$ cat config.mk
export PLATFORM = sky130hd
export DESIGN_NAME = fetch_unit
export DESIGN_NICKNAME = d
export VERILOG_FILES = /design/src/rtl/fetch_pkg.sv /design/src/rtl/fetch_next_pc.sv /design/src/rtl/fetch_unit.sv
export SDC_FILE = /design/constraint.sdc
export NUM_CORES = 1
export LEC_CHECK = 0
export CORE_ASPECT_RATIO = 0.7
export CORE_MARGIN = 3
export CORE_UTILIZATION = 42
export DETAILED_ROUTE_END_ITERATION = 12
export GPL_ROUTABILITY_DRIVEN = 0
export PLACE_DENSITY = 0.87
export SLEW_MARGIN = 20
export SYNTH_ARGS = -nofsm -noshare
export SYNTH_HDL_FRONTEND = slang
export SYNTH_SLANG_ARGS = --single-unit
$ cat constraint.sdc
create_clock -name CLK -period 3.7 [get_ports CLK]
set_input_delay 0.74 -clock CLK [delete_from_list [all_inputs] [get_ports CLK]]
set_output_delay 0.74 -clock CLK [all_outputs]
set_load 0.01 [all_outputs]
$ cat src/rtl/fetch_pkg.sv
// Shared definitions for the instruction fetch stage: default widths,
// reset vector, timeout, and the fetch FSM state encoding.
package fetch_pkg;

    localparam int AW_DEF      = 16;
    localparam int DW_DEF      = 16;
    localparam int TIMEOUT_DEF = 15;
    localparam int CNT_W       = 8;
    localparam int PERF_W      = 16;

    localparam logic [15:0] RESET_VEC_DEF = 16'h0000;

    typedef enum logic [2:0] {
        ST_IDLE  = 3'd0,
        ST_REQ   = 3'd1,
        ST_HOLD  = 3'd2,
        ST_DRAIN = 3'd3,
        ST_FAULT = 3'd4
    } fetch_state_e;

endpackage

$ cat src/rtl/fetch_next_pc.sv
// Next-PC selection for the PC register D input: reset vector, hold,
// sequential increment (wraps modulo 2^AW) or branch redirect.
module fetch_next_pc
    import fetch_pkg::*;
#(
    parameter int            AW        = AW_DEF,
    parameter logic [AW-1:0] RESET_VEC = AW'(RESET_VEC_DEF)
) (
    input  logic          rst,
    input  logic          fault,
    input  logic          br_valid,
    input  logic [AW-1:0] br_target,
    input  logic          advance,
    input  logic [AW-1:0] pc_q,
    output logic [AW-1:0] pc_d
);

    // Redirect beats advance beats hold; a faulted stage freezes the PC.
    always_comb begin
        pc_d = pc_q;
        if (rst) begin
            pc_d = RESET_VEC;
        end else if (fault) begin
            pc_d = pc_q;
        end else if (br_valid) begin
            pc_d = br_target;
        end else if (advance) begin
            pc_d = pc_q + AW'(1);
        end
    end

endmodule

$ cat src/rtl/fetch_unit.sv
// Instruction fetch stage: fetches over a req/ack memory port, holds the
// word in IR for the decoder and drives the PC register's D input.
// Optional feature macro: FETCH_PERF_EN adds saturating PERF_FETCHED and
// PERF_STALL counters.
module fetch_unit
    import fetch_pkg::*;
#(
    parameter int            AW        = AW_DEF,
    parameter int            DW        = DW_DEF,
    parameter logic [AW-1:0] RESET_VEC = AW'(RESET_VEC_DEF),
    parameter int            TIMEOUT   = TIMEOUT_DEF
) (
    input  logic          CLK,
    input  logic          RST,
    input  logic [AW-1:0] PC_Q,
    output logic [AW-1:0] PC_D,
    output logic          MEM_REQ,
    output logic [AW-1:0] MEM_ADDR,
    input  logic          MEM_ACK,
    input  logic [DW-1:0] MEM_RDATA,
    output logic [DW-1:0] IR,
    output logic [AW-1:0] IR_PC,
    output logic          IR_VALID,
    input  logic          IR_READY,
    input  logic          BR_VALID,
    input  logic [AW-1:0] BR_TARGET,
    output logic          FAULT
`ifdef FETCH_PERF_EN
    ,
    output logic [PERF_W-1:0] PERF_FETCHED,
    output logic [PERF_W-1:0] PERF_STALL
`endif
);

    localparam logic [CNT_W-1:0] TO_LAST = CNT_W'(TIMEOUT - 1);

    fetch_state_e   state_q, state_d;
    logic [AW-1:0]  mem_addr_q, mem_addr_d;
    logic [DW-1:0]  ir_q, ir_d;
    logic [AW-1:0]  ir_pc_q, ir_pc_d;
    logic           ir_valid_q, ir_valid_d;
    logic           fault_q, fault_d;
    logic [CNT_W-1:0] wait_cnt_q, wait_cnt_d;
    logic           advance;
    logic           in_fault;

    assign advance  = (state_q == ST_HOLD) && IR_READY;
    assign in_fault = (state_q == ST_FAULT);

    fetch_next_pc #(
        .AW        (AW),
        .RESET_VEC (RESET_VEC)
    ) u_next_pc (
        .rst       (RST),
        .fault     (in_fault),
        .br_valid  (BR_VALID),
        .br_target (BR_TARGET),
        .advance   (advance),
        .pc_q      (PC_Q),
        .pc_d      (PC_D)
    );

    // Fetch FSM: request sequencing, IR capture, redirect and timeout handling.
    always_comb begin
        state_d    = state_q;
        mem_addr_d = mem_addr_q;
        ir_d       = ir_q;
        ir_pc_d    = ir_pc_q;
        ir_valid_d = ir_valid_q;
        fault_d    = fault_q;
        wait_cnt_d = wait_cnt_q;
        case (state_q)
            ST_IDLE: begin
                // PC_D here is PC_Q unless a redirect arrives, keeping PC and address aligned.
                mem_addr_d = PC_D;
                state_d    = ST_REQ;
            end
            ST_REQ: begin
                if (MEM_ACK) begin
                    wait_cnt_d = '0;
                    if (BR_VALID) begin
                        mem_addr_d = BR_TARGET;
                    end else begin
                        ir_d       = MEM_RDATA;
                        ir_pc_d    = mem_addr_q;
                        ir_valid_d = 1'b1;
                        state_d    = ST_HOLD;
                    end
                end else if (wait_cnt_q == TO_LAST) begin
                    fault_d = 1'b1;
                    state_d = ST_FAULT;
                end else begin
                    wait_cnt_d = wait_cnt_q + CNT_W'(1);
                    if (BR_VALID) begin
                        state_d = ST_DRAIN;
                    end
                end
            end
            ST_HOLD: begin
                if (BR_VALID) begin
                    ir_valid_d = 1'b0;
                    mem_addr_d = BR_TARGET;
                    state_d    = ST_REQ;
                end else if (IR_READY) begin
                    ir_valid_d = 1'b0;
                    mem_addr_d = PC_D;
                    state_d    = ST_REQ;
                end
            end
            ST_DRAIN: begin
                if (MEM_ACK) begin
                    // Stale data is dropped; refetch from where the PC now points,
                    // including a redirect that lands on the same cycle as the ack.
                    wait_cnt_d = '0;
                    mem_addr_d = PC_D;
                    state_d    = ST_REQ;
                end else if (wait_cnt_q == TO_LAST) begin
                    fault_d = 1'b1;
                    state_d = ST_FAULT;
                end else begin
                    wait_cnt_d = wait_cnt_q + CNT_W'(1);
                end
            end
            ST_FAULT: begin
                ir_valid_d = 1'b0;
            end
            default: begin
                state_d = ST_FAULT;
                fault_d = 1'b1;
            end
        endcase
    end

    // State and datapath registers.
    always_ff @(posedge CLK or posedge RST) begin
        if (RST) begin
            state_q    <= ST_IDLE;
            mem_addr_q <= RESET_VEC;
            ir_q       <= '0;
            ir_pc_q    <= '0;
            ir_valid_q <= 1'b0;
            fault_q    <= 1'b0;
            wait_cnt_q <= '0;
        end else begin
            state_q    <= state_d;
            mem_addr_q <= mem_addr_d;
            ir_q       <= ir_d;
            ir_pc_q    <= ir_pc_d;
            ir_valid_q <= ir_valid_d;
            fault_q    <= fault_d;
            wait_cnt_q <= wait_cnt_d;
        end
    end

    assign MEM_REQ  = (state_q == ST_REQ) || (state_q == ST_DRAIN);
    assign MEM_ADDR = mem_addr_q;
    assign IR       = ir_q;
    assign IR_PC    = ir_pc_q;
    assign IR_VALID = ir_valid_q;
    assign FAULT    = fault_q;

`ifdef FETCH_PERF_EN
    logic [PERF_W-1:0] fetched_q, fetched_d;
    logic [PERF_W-1:0] stall_q, stall_d;

    // Saturating counts of decoder handshakes and unacknowledged request cycles.
    always_comb begin
        fetched_d = fetched_q;
        stall_d   = stall_q;
        if (ir_valid_q && IR_READY && (fetched_q != '1)) begin
            fetched_d = fetched_q + PERF_W'(1);
        end
        if (MEM_REQ && !MEM_ACK && (stall_q != '1)) begin
            stall_d = stall_q + PERF_W'(1);
        end
    end

    // Performance counter registers.
    always_ff @(posedge CLK or posedge RST) begin
        if (RST) begin
            fetched_q <= '0;
            stall_q   <= '0;
        end else begin
            fetched_q <= fetched_d;
            stall_q   <= stall_d;
        end
    end

    assign PERF_FETCHED = fetched_q;
    assign PERF_STALL   = stall_q;
`endif

endmodule

==> flow_summary.json <==
{
  "die_y_um": 83.78,
  "overflow": 0,
  "fillers": 613,
  "fmax_mhz": 267.4,
  "drcViolationCount": 0,
  "synthDistinctLibCells": 67,
  "worst_slack_ns": -0.03914,
  "dpl.hpwl_mm": 8.673,
  "wirelength_mm": 11.83,
  "irDropWorstVdd_mv": 0.3249,
  "rsz0062_at_grt": "true",
  "first_iter_violations": 336,
  "start_util": 0.4458,
  "final_antenna_net_count": 0,
  "rows": 27,
  "power.share.clock": 0.478,
  "arrival_ns": 3.00,
  "die_area_sq_um": 9811,
  "numCtsBuffers": 9,
  "final_util": 0.6733,
  "pwr-share-seq": 0.390,
  "grt_max_degree": 38,
  "synthesis.area_sq_um": 3630,
  "finClkSkew_ns": 0.004833,
  "leakagePower_uw": 0.002422,
  "cts_tree": "yes",
  "syn_inst": 372,
  "finish.net_count": 571,
  "syn-num-nets": 428,
  "clockBufferDepth": 2,
  "async_reset_ff_frac": 1.000,
  "r2r_setup_slack_ns": 1.17,
  "worst_slew_pin_slew_ns": 0.8665,
  "holdPathStages": 1,
  "setup_viol": 1,
  "violations": "setup timing",
  "switching_share": 0.2314,
  "preCtsSetupSlack_ns": -0.2599,
  "syn_avg_cell_area_sq_um": 9.757,
  "critPathLaunchType": "input port",
  "chipWidth_um": 117.1,
  "critPathRequiredTime_ns": 2.96,
  "r2r_cells": 7,
  "cp_max_fo": 5,
  "pwr_density_cell_nw_per_um2": 321.0,
  "hold_violations": 0,
  "cap_violations": 0,
  "area_growth_pct": 51.02,
  "power.net_switching_uw": 407.1,
  "first_pass_iters": 5,
  "final-max-slew-violation-count": 0,
  "critPathKind": "input port to output port",
  "yosys_warnings": 0,
  "grt_pass1_vias": 3603,
  "h-tree-depth": 3,
  "clk_pin_slew_worst_paths_ns": 0.05,
  "grt_pass1_wl_mm": 18.71,
  "total_power_uw": 1760,
  "clk_latency_ns": 0.33,
  "comb_power_share": 0.131,
  "finalCriticalPeriod_ns": 3.739,
  "ys_ff_latch": 61,
  "io_buffers": 119,
  "antenna_found_initial": 1,
  "clkSinkCount": 61,
  "endpoint_kind": "output port",
  "status": "complete, but fails checks",
  "ys_seq_area_frac": 0.4205,
  "hold_path_class": "register to register",
  "ios": 120,
  "max_slew_margin": 0.4142,
  "track_usage": 0.2436,
  "via_per_inst": 5.786,
  "cts_setup_buffers": 0,
  "wl_per_cell_um": 18.60,
  "period_share": 1.011,
  "cts-root-buf": "clkbuf_16",
  "p_int_uw": 1352,
  "synthFlopType": "dfrtp_1",
  "synth-edff-count": 0,
  "core_area_sq_um": 8142,
  "vias": 3680,
  "drive_gt1_frac": 0.2274
}
-- flip-flops by register name, indices dropped and copies added (netlist names) --
register	flops
FAULT	1
IR	16
IR_PC	16
IR_VALID	1
MEM_ADDR	16
state_q	3
wait_cnt_q	8
-- synthesized netlist by cell type (2+ instances only) --
master / instances / area, sq um
clkbuf_1: 9 / 33.78
o31ai_1: 3 / 22.52
buf_4: 2 / 15.01
nand2_1: 31 / 116.4
a21boi_0: 2 / 15.01
nand2b_1: 2 / 12.51
a31o_2: 5 / 43.79
nor4_2: 3 / 37.54
nor2b_1: 2 / 12.51
nor3b_1: 3 / 22.52
inv_1: 7 / 26.28
nand3_1: 10 / 50.05
mux2i_1: 7 / 70.07
ha_1: 3 / 37.54
o21ai_1: 2 / 10.01
and2_1: 2 / 12.51
a221o_1: 6 / 60.06
o21ai_0: 18 / 90.09
nor4b_1: 2 / 17.52
nor4_1: 7 / 43.79
nor2_1: 25 / 93.84
a221oi_1: 4 / 35.03
o311a_1: 3 / 30.03
nand4_1: 7 / 43.79
a22oi_1: 4 / 30.03
a31oi_1: 2 / 12.51
or3_1: 3 / 18.77
buf_1: 2 / 7.510
dfrtp_1: 61 / 1526
and3_1: 8 / 50.05
a21oi_1: 27 / 135.1
a2bb2oi_1: 2 / 17.52
a211o_1: 3 / 26.28
mux2_2: 34 / 382.9
buf_2: 13 / 65.06
o22ai_1: 4 / 25.02
nor3_1: 14 / 70.07
-- what timing repair did --
action                                  4_1_cts  5_1_grt
pin swaps                                     0        1
endpoints found under the setup margin        8        9
gates cloned                                  0        0
hold buffers                                  0        0
resized for setup                            10       13
-- worst max-delay path, stage by stage --
cell,delay (ns)
clkdlybuf4s50_1,0.50
buf_4,0.15
nand3_1,0.21
o311a_1,0.40
a221oi_1,0.22
a21boi_1,0.24
nor2_1,0.06
clkdlybuf4s50_1,0.48
-- metrics by stage --
stage / TNS [ns] / hold WS (ns) / area, sq um / cells
floorplan: 0 / 0.5028 / 3633 / 372
global placement: -0.7410 / 0.4715 / 5150 / 620
detailed placement: -0.8388 / 0.4823 / 5150 / 620
CTS: 0 / 0.4988 / 5458 / 635
global route: -0.1130 / 0.5160 / 5482 / 636
finish: -0.03914 / 0.4934 / 5482 / 636
-- per-layer routing --
metal,up-vias,global-route usage,wire (um)
met1,1781,0.3227,5152
met5,-,0,0
met4,0,0.07813,222
li1,1690,-,-
met3,21,0.09348,1182
met2,188,0.3655,5271
-- cell families (layout without fill, tap and decap cells) --
kind of cell,count (synthesis),after routing,share of synthesized area
simple gates,133,133,0.2120
compound gates,96,96,0.1786
flops,61,61,0.4205
mux,42,42,0.1289
buf+inv,35,182,0.04481
fa+ha+maj,3,3,0.01034
xor+xnor,2,2,0.004827
other cells,0,1,0
-- area by class of cell --
type	count	area (sq um)	area share
diodes	1	2.502	0.0004565
repair buffers	159	1501	0.2739
inverters	8	33.78	0.006163
multi-input cells	276	1972	0.3597
clock buffers	11	252.7	0.04611
clock inverters	4	47.55	0.008674
well taps	116	145.1	0.02648
flip-flops and latches	61	1526	0.2785
-- cells in the final DEF (no fill, tap or decap), types with 4 or more instances in the layout --
master / instances
and3_1: 8
o22ai_1: 4
clkdlybuf4s50_1: 108
a221oi_1: 4
a21oi_1: 27
nor2_1: 25
a22oi_1: 4
a31o_2: 5
o21ai_0: 18
dlygate4sd2_1: 4
mux2i_1: 7
nor3_1: 13
nand2_1: 31
dlymetal6s2s_1: 5
clkbuf_16: 9
nand4_1: 7
dfrtp_1: 61
mux2_2: 34
nand3_1: 10
inv_1: 6
nor4_1: 6
a221o_1: 6
buf_4: 39
-- power by group through the flow --
stage	Combinational [uW]	Sequential, uW	Clock [uW]
global placement	223	698	0
floorplan	78.5	700	0
global route	249	688	890
CTS	229	687	856
detailed placement	229	698	0
finish	231	687	842
-- worst paths after layout --
| kind | start | to |
|---|---|---|
| worst max-delay path | PC_Q[2] | PC_D[5] |
| worst min-delay path | FAULT | FAULT |
| worst max register to register | state_q[0] | MEM_ADDR[10] |
| worst min register to register | FAULT | FAULT |
| max in group asynchronous | RST | IR_PC[6] |
| min in group asynchronous | RST | MEM_ADDR[13] |
Power figures use the tool's default switching activity.
==> RTL change 1 (same flow settings) <==
The 5 states of `fetch_state_e` get a Gray code encoding in 3 bits.
--- a/src/rtl/fetch_pkg.sv
+++ b/src/rtl/fetch_pkg.sv
@@ -13,7 +13,7 @@
     typedef enum logic [2:0] {
-        ST_IDLE  = 3'd0,
-        ST_REQ   = 3'd1,
-        ST_HOLD  = 3'd2,
-        ST_DRAIN = 3'd3,
-        ST_FAULT = 3'd4
+        ST_IDLE  = 3'b000,
+        ST_REQ   = 3'b001,
+        ST_HOLD  = 3'b011,
+        ST_DRAIN = 3'b010,
+        ST_FAULT = 3'b110
     } fetch_state_e;
Check against the original RTL: same outputs for any inputs over 4 cycles, from zero or initial values and one cycle with RST high; so few cycles prove little.
==> RTL change 1 against the original RTL <==
- maximum frequency grew 2.8%
- sequential cell count unchanged
- count of clock-buffer cells in the layout stayed put
- routed wire length increased by 3.8%
- first-iteration DRC count grew 20%
- area after synthesis is 0.69% lower
- setup slack improved by 0.10 ns
- critical path depth is the same
- core utilization up 2.2 points
- design area rose by 2.9%
- die area is 0.65% lower
Power is not compared: it rests on default switching activity, and its combinational part moved more than twofold at a synthesized area within 25%.
==> RTL change 1: results (changes against the original RTL) <==
status: finished clean
clk cell area share: 5.35% (-0.13 points)
Design Area, Final: 5640 µm² (+2.9%)
critical path arrival: 2.90 ns (-0.10 ns)
vias in the first global route: 3799 (+5.4%)
Compound-Gate Fraction of Synth Area: 16.4% (-1.5 points)
fill cell count: 588 (-4.1%)
multiplexer share of the synthesized area: 10.9% (-2.0 points)
Seq/total area: 27.1% (-0.77 points)
area of placed instances: 5210 µm² (+1.1%)
Post-Synth XOR/XNOR Area: 1.70% (+1.2 points)
Crit Path Max Fanout: 4 (-1)
min setup slack post-route: 0.0619 ns (+0.101 ns)
synth cell count leaders: dfrtp_1 (61), nor2_1 (31), nand2_1 (27)
Vias per Instance: 5.93 (+2.5%)
Synth area leaders: dfrtp_1 (42%), mux2_1 (6.6%), mux2_2 (3.7%), nor2_1 (3.2%), nand2_1 (2.8%)
register-to-register setup slack: 1.22 ns (+0.05 ns)
non-clock buffer count in the final layout: 175 (+10%)
fraction of layout cells with a size suffix above 1: 20.7% (-2.1 points)
largest net degree at the start of global routing: 29 (-24%)
count of flip-flops and latches: 61 (unchanged)
non-clk buf share: 29.0% (+1.6 points)
multi-input gate share of total cell area: 35.7% (-0.31 points)
synthesized area: 3600 µm² (-0.69%)
Clock Skews: 0.00424 ns (-0.000596 ns)
pre-CTS setup slack: -0.170 ns (+0.0900 ns)
## RTL change 1: cell types whose count changed in the layout (fill, tap and decap cells not counted), moves of 7 or more
cell,unedited run,this run
nor3_1,13,5
mux2_2,34,12
a21oi_1,27,20
buf_4,39,55
and3_1,8,15
mux2_1,0,21
## RTL change 1: cell families (layout without fill, tap and decap cells)
| group | count (synthesis) | in the layout |
|---|---|---|
| AO/OA/AOI/OAI | 83 | 83 |
| XOR/XNOR | 7 | 7 |
| adder cells (fa/ha/maj) | 3 | 3 |
| buffers and inverters | 35 | 201 |
| flip-flops | 61 | 61 |
| multiplexers | 35 | 35 |
| AND/OR/NAND/NOR | 142 | 142 |
## RTL change 1: timing repair
action                     4_1_cts  5_1_grt
buffers inserted                 3        2
resized for setup               16       14
setup endpoints to repair        9        9
pin swaps                        3        4
## RTL change 1: power by group through the flow
| stage | combinational [mW] | clock (mW) | sequential, mW |
|---|---|---|---|
| 6_report | 1.61 | 0.849 | 1.15 |
| 3_5_place_dp | 1.58 | 0 | 1.17 |
| 3_3_place_gp | 1.53 | 0 | 1.14 |
| 2_1_floorplan | 0.619 | 0 | 1.24 |
| 4_1_cts | 1.60 | 0.863 | 1.16 |
| 5_1_grt | 1.73 | 0.901 | 1.20 |
## RTL change 1: worst max path at each step
stage,from,to,cells past startpoint
detailed placement,PC_Q[0],PC_D[6],7
CTS,IR_READY,PC_D[11],7
global route,PC_Q[1],PC_D[4],8
global placement,PC_Q[0],PC_D[6],7
finish,PC_Q[1],PC_D[4],8
floorplan,RST,PC_D[5],3
## RTL change 1: routing by layer
layer	up-vias	wire length (µm)	track usage (%)
li1	1693	-	-
met1	1788	5170	33.9
met2	248	5500	37.1
met3	26	1400	7.39
met4	0	210	8.44
met5	-	0	0
==> RTL change 2 (config.mk and constraints unchanged) <==
Without the edit above. Set the package constant `AW_DEF` to 14 (it was 16).
--- a/src/rtl/fetch_pkg.sv
+++ b/src/rtl/fetch_pkg.sv
@@ -4,3 +4,3 @@
 
-    localparam int AW_DEF      = 16;
+    localparam int AW_DEF      = 14;
     localparam int DW_DEF      = 16;
Interface: changed (5 resized); port bits go from 120 to 110. The function was not compared with the original's and may differ.
==> RTL change 2 against the original RTL <==
- sequential cell count down 4
- design area down 12%
- worst hold slack worse by 0.013 ns
- area after synthesis down 11%
- clock skew up 0.0034 ns
- setup slack better by 0.11 ns
- die area down 9.9%
- routed wire length down 18%
- largest cell class unchanged
- highest routed layer unchanged
Power is not compared: it rests on default switching activity, and its combinational part moved more than twofold at a synthesized area within 25%.
==> RTL change 2: results (changes against the original RTL) <==
Root Driver: clkbuf_8
DP HPWL: 7170 µm (-17%)
Routed WL per cell: 17.1 µm (-7.9%)
Overall Global Routing Usage: 21.5% (-2.8 points)
sequential area share after synthesis: 43.9% (+1.9 points)
initial antenna violation count: 0 (-1)
Net Count, Synth: 387 (-9.6%)
Clock Skews: 0.00820 ns (+0.00337 ns)
first-pass GRT wire length: 15400 µm (-18%)
fill cell count: 591 (-3.6%)
max incr delay on CP: 0.55 ns (+0.05 ns)
max_slew headroom: 43.6% (+2.2 points)
critical path arrival: 2.89 ns (-0.11 ns)
final core utilization: 65.1% (-2.2 points)
area of placed instances: 4580 µm² (-11%)
PortBufs: 109 (-8.4%)
fraction of layout cells with a size suffix above 1: 19.7% (-3.0 points)
DR iter-0 viols: 217 (-35%)
register-to-register setup slack: 1.10 ns (-0.07 ns)
# diodes: 0 (-1)
Distinct cells, synth: 58 (-13%)
Synth area leaders: dfrtp_1 (44%), mux2_2 (11%), nor2_1 (3.5%), nand2_1 (3.4%), nand3_1 (2.5%)
fin nets: 514 (-10%)
Crit Path Max Fanout: 4 (-1)
status: finished clean
Clock transition at path regs: 0.07 ns (+0.02 ns)
## RTL change 2: changes by cell type after synthesis, sizes merged, moves of 4 or more
cell and delta:
a21oi -12, a31o -5, buf -7, dfrtp -4
xor2 +4, o21ai -4, a21o +4, nand3 +7
nor4 -5, mux2 -4, nor2 +4
## RTL change 2: power by group through the flow
stage	clock [mW]	sequential, mW	combinational, mW
2_1_floorplan	0	1.15	0.603
3_3_place_gp	0	1.07	1.38
3_5_place_dp	0	1.08	1.41
4_1_cts	0.605	1.07	1.42
5_1_grt	0.639	1.11	1.51
6_report	0.594	1.08	1.41
## RTL change 2: per-layer routing
layer | track usage, % | up-vias | share of wire, %
met5 | 0 | - | 0
met4 | 6.20 | 0 | 1.4
met3 | 6.21 | 21 | 7.7
met2 | 34.8 | 149 | 46
met1 | 28.4 | 1556 | 44
li1 | - | 1495 | -
## RTL change 2: cell families (layout without fill, tap and decap cells)
family | after synthesis | after routing | share of synthesized area, %
adder cells (fa/ha/maj) | 3 | 3 | 1.16
flip-flops | 57 | 57 | 43.9
multiplexers | 36 | 36 | 12.3
AO/OA/AOI/OAI | 74 | 74 | 15.7
buffers and inverters | 26 | 158 | 3.54
AND/OR/NAND/NOR | 132 | 132 | 21.5
XOR/XNOR | 7 | 7 | 1.89
## RTL change 2: area by class of cell
type                            count  area share [%]
Sequential cell                    57            29.5
Timing Repair Buffer              136            27.0
Inverter                            6           0.466
Clock buffer                        9            2.57
Tap cell                           98            2.54
Clock inverter                      7            1.63
Multi-Input combinational cell    252            36.3
## RTL change 2: path summary, 6_finish.rpt
kind | start | end | cells after the start
min | FAULT$_DFFE_PP0P_ | FAULT$_DFFE_PP0P_ | 1
max in group asynchronous | RST | IR_PC[12]$_DFFE_PP0P_ | 4
min in group asynchronous | RST | wait_cnt_q[5]$_DFFE_PP0P_ | 4
max | PC_Q[0] | PC_D[9] | 6
min reg2reg | FAULT$_DFFE_PP0P_ | FAULT$_DFFE_PP0P_ | 1
max reg2reg | state_q[2]$_DFFE_PP0P_ | IR_PC[5]$_DFFE_PP0P_ | 6
## RTL change 2: repair_timing
item / CTS / global route
resized for setup: 6 / 9
endpoints found under the setup margin: 6 / 4
pin swaps: 0 / 0
gates cloned: 0 / 0
## RTL change 2: metrics by stage
| step | hold slack, ns | power [mW] | TNS (ns) | cells | worst slack, ns |
|---|---|---|---|---|---|
| after detailed placement | 0.467 | 2.50 | -0.293 | 549 | -0.0683 |
| final | 0.480 | 3.08 | 0 | 565 | 0.0698 |
| after CTS | 0.487 | 3.10 | 0 | 565 | 0.0326 |
| after global placement | 0.467 | 2.44 | -0.134 | 549 | -0.0631 |
| after floorplan | 0.461 | 1.75 | 0 | 335 | 0.109 |
| after global routing | 0.521 | 3.27 | -0.0495 | 565 | -0.0495 |
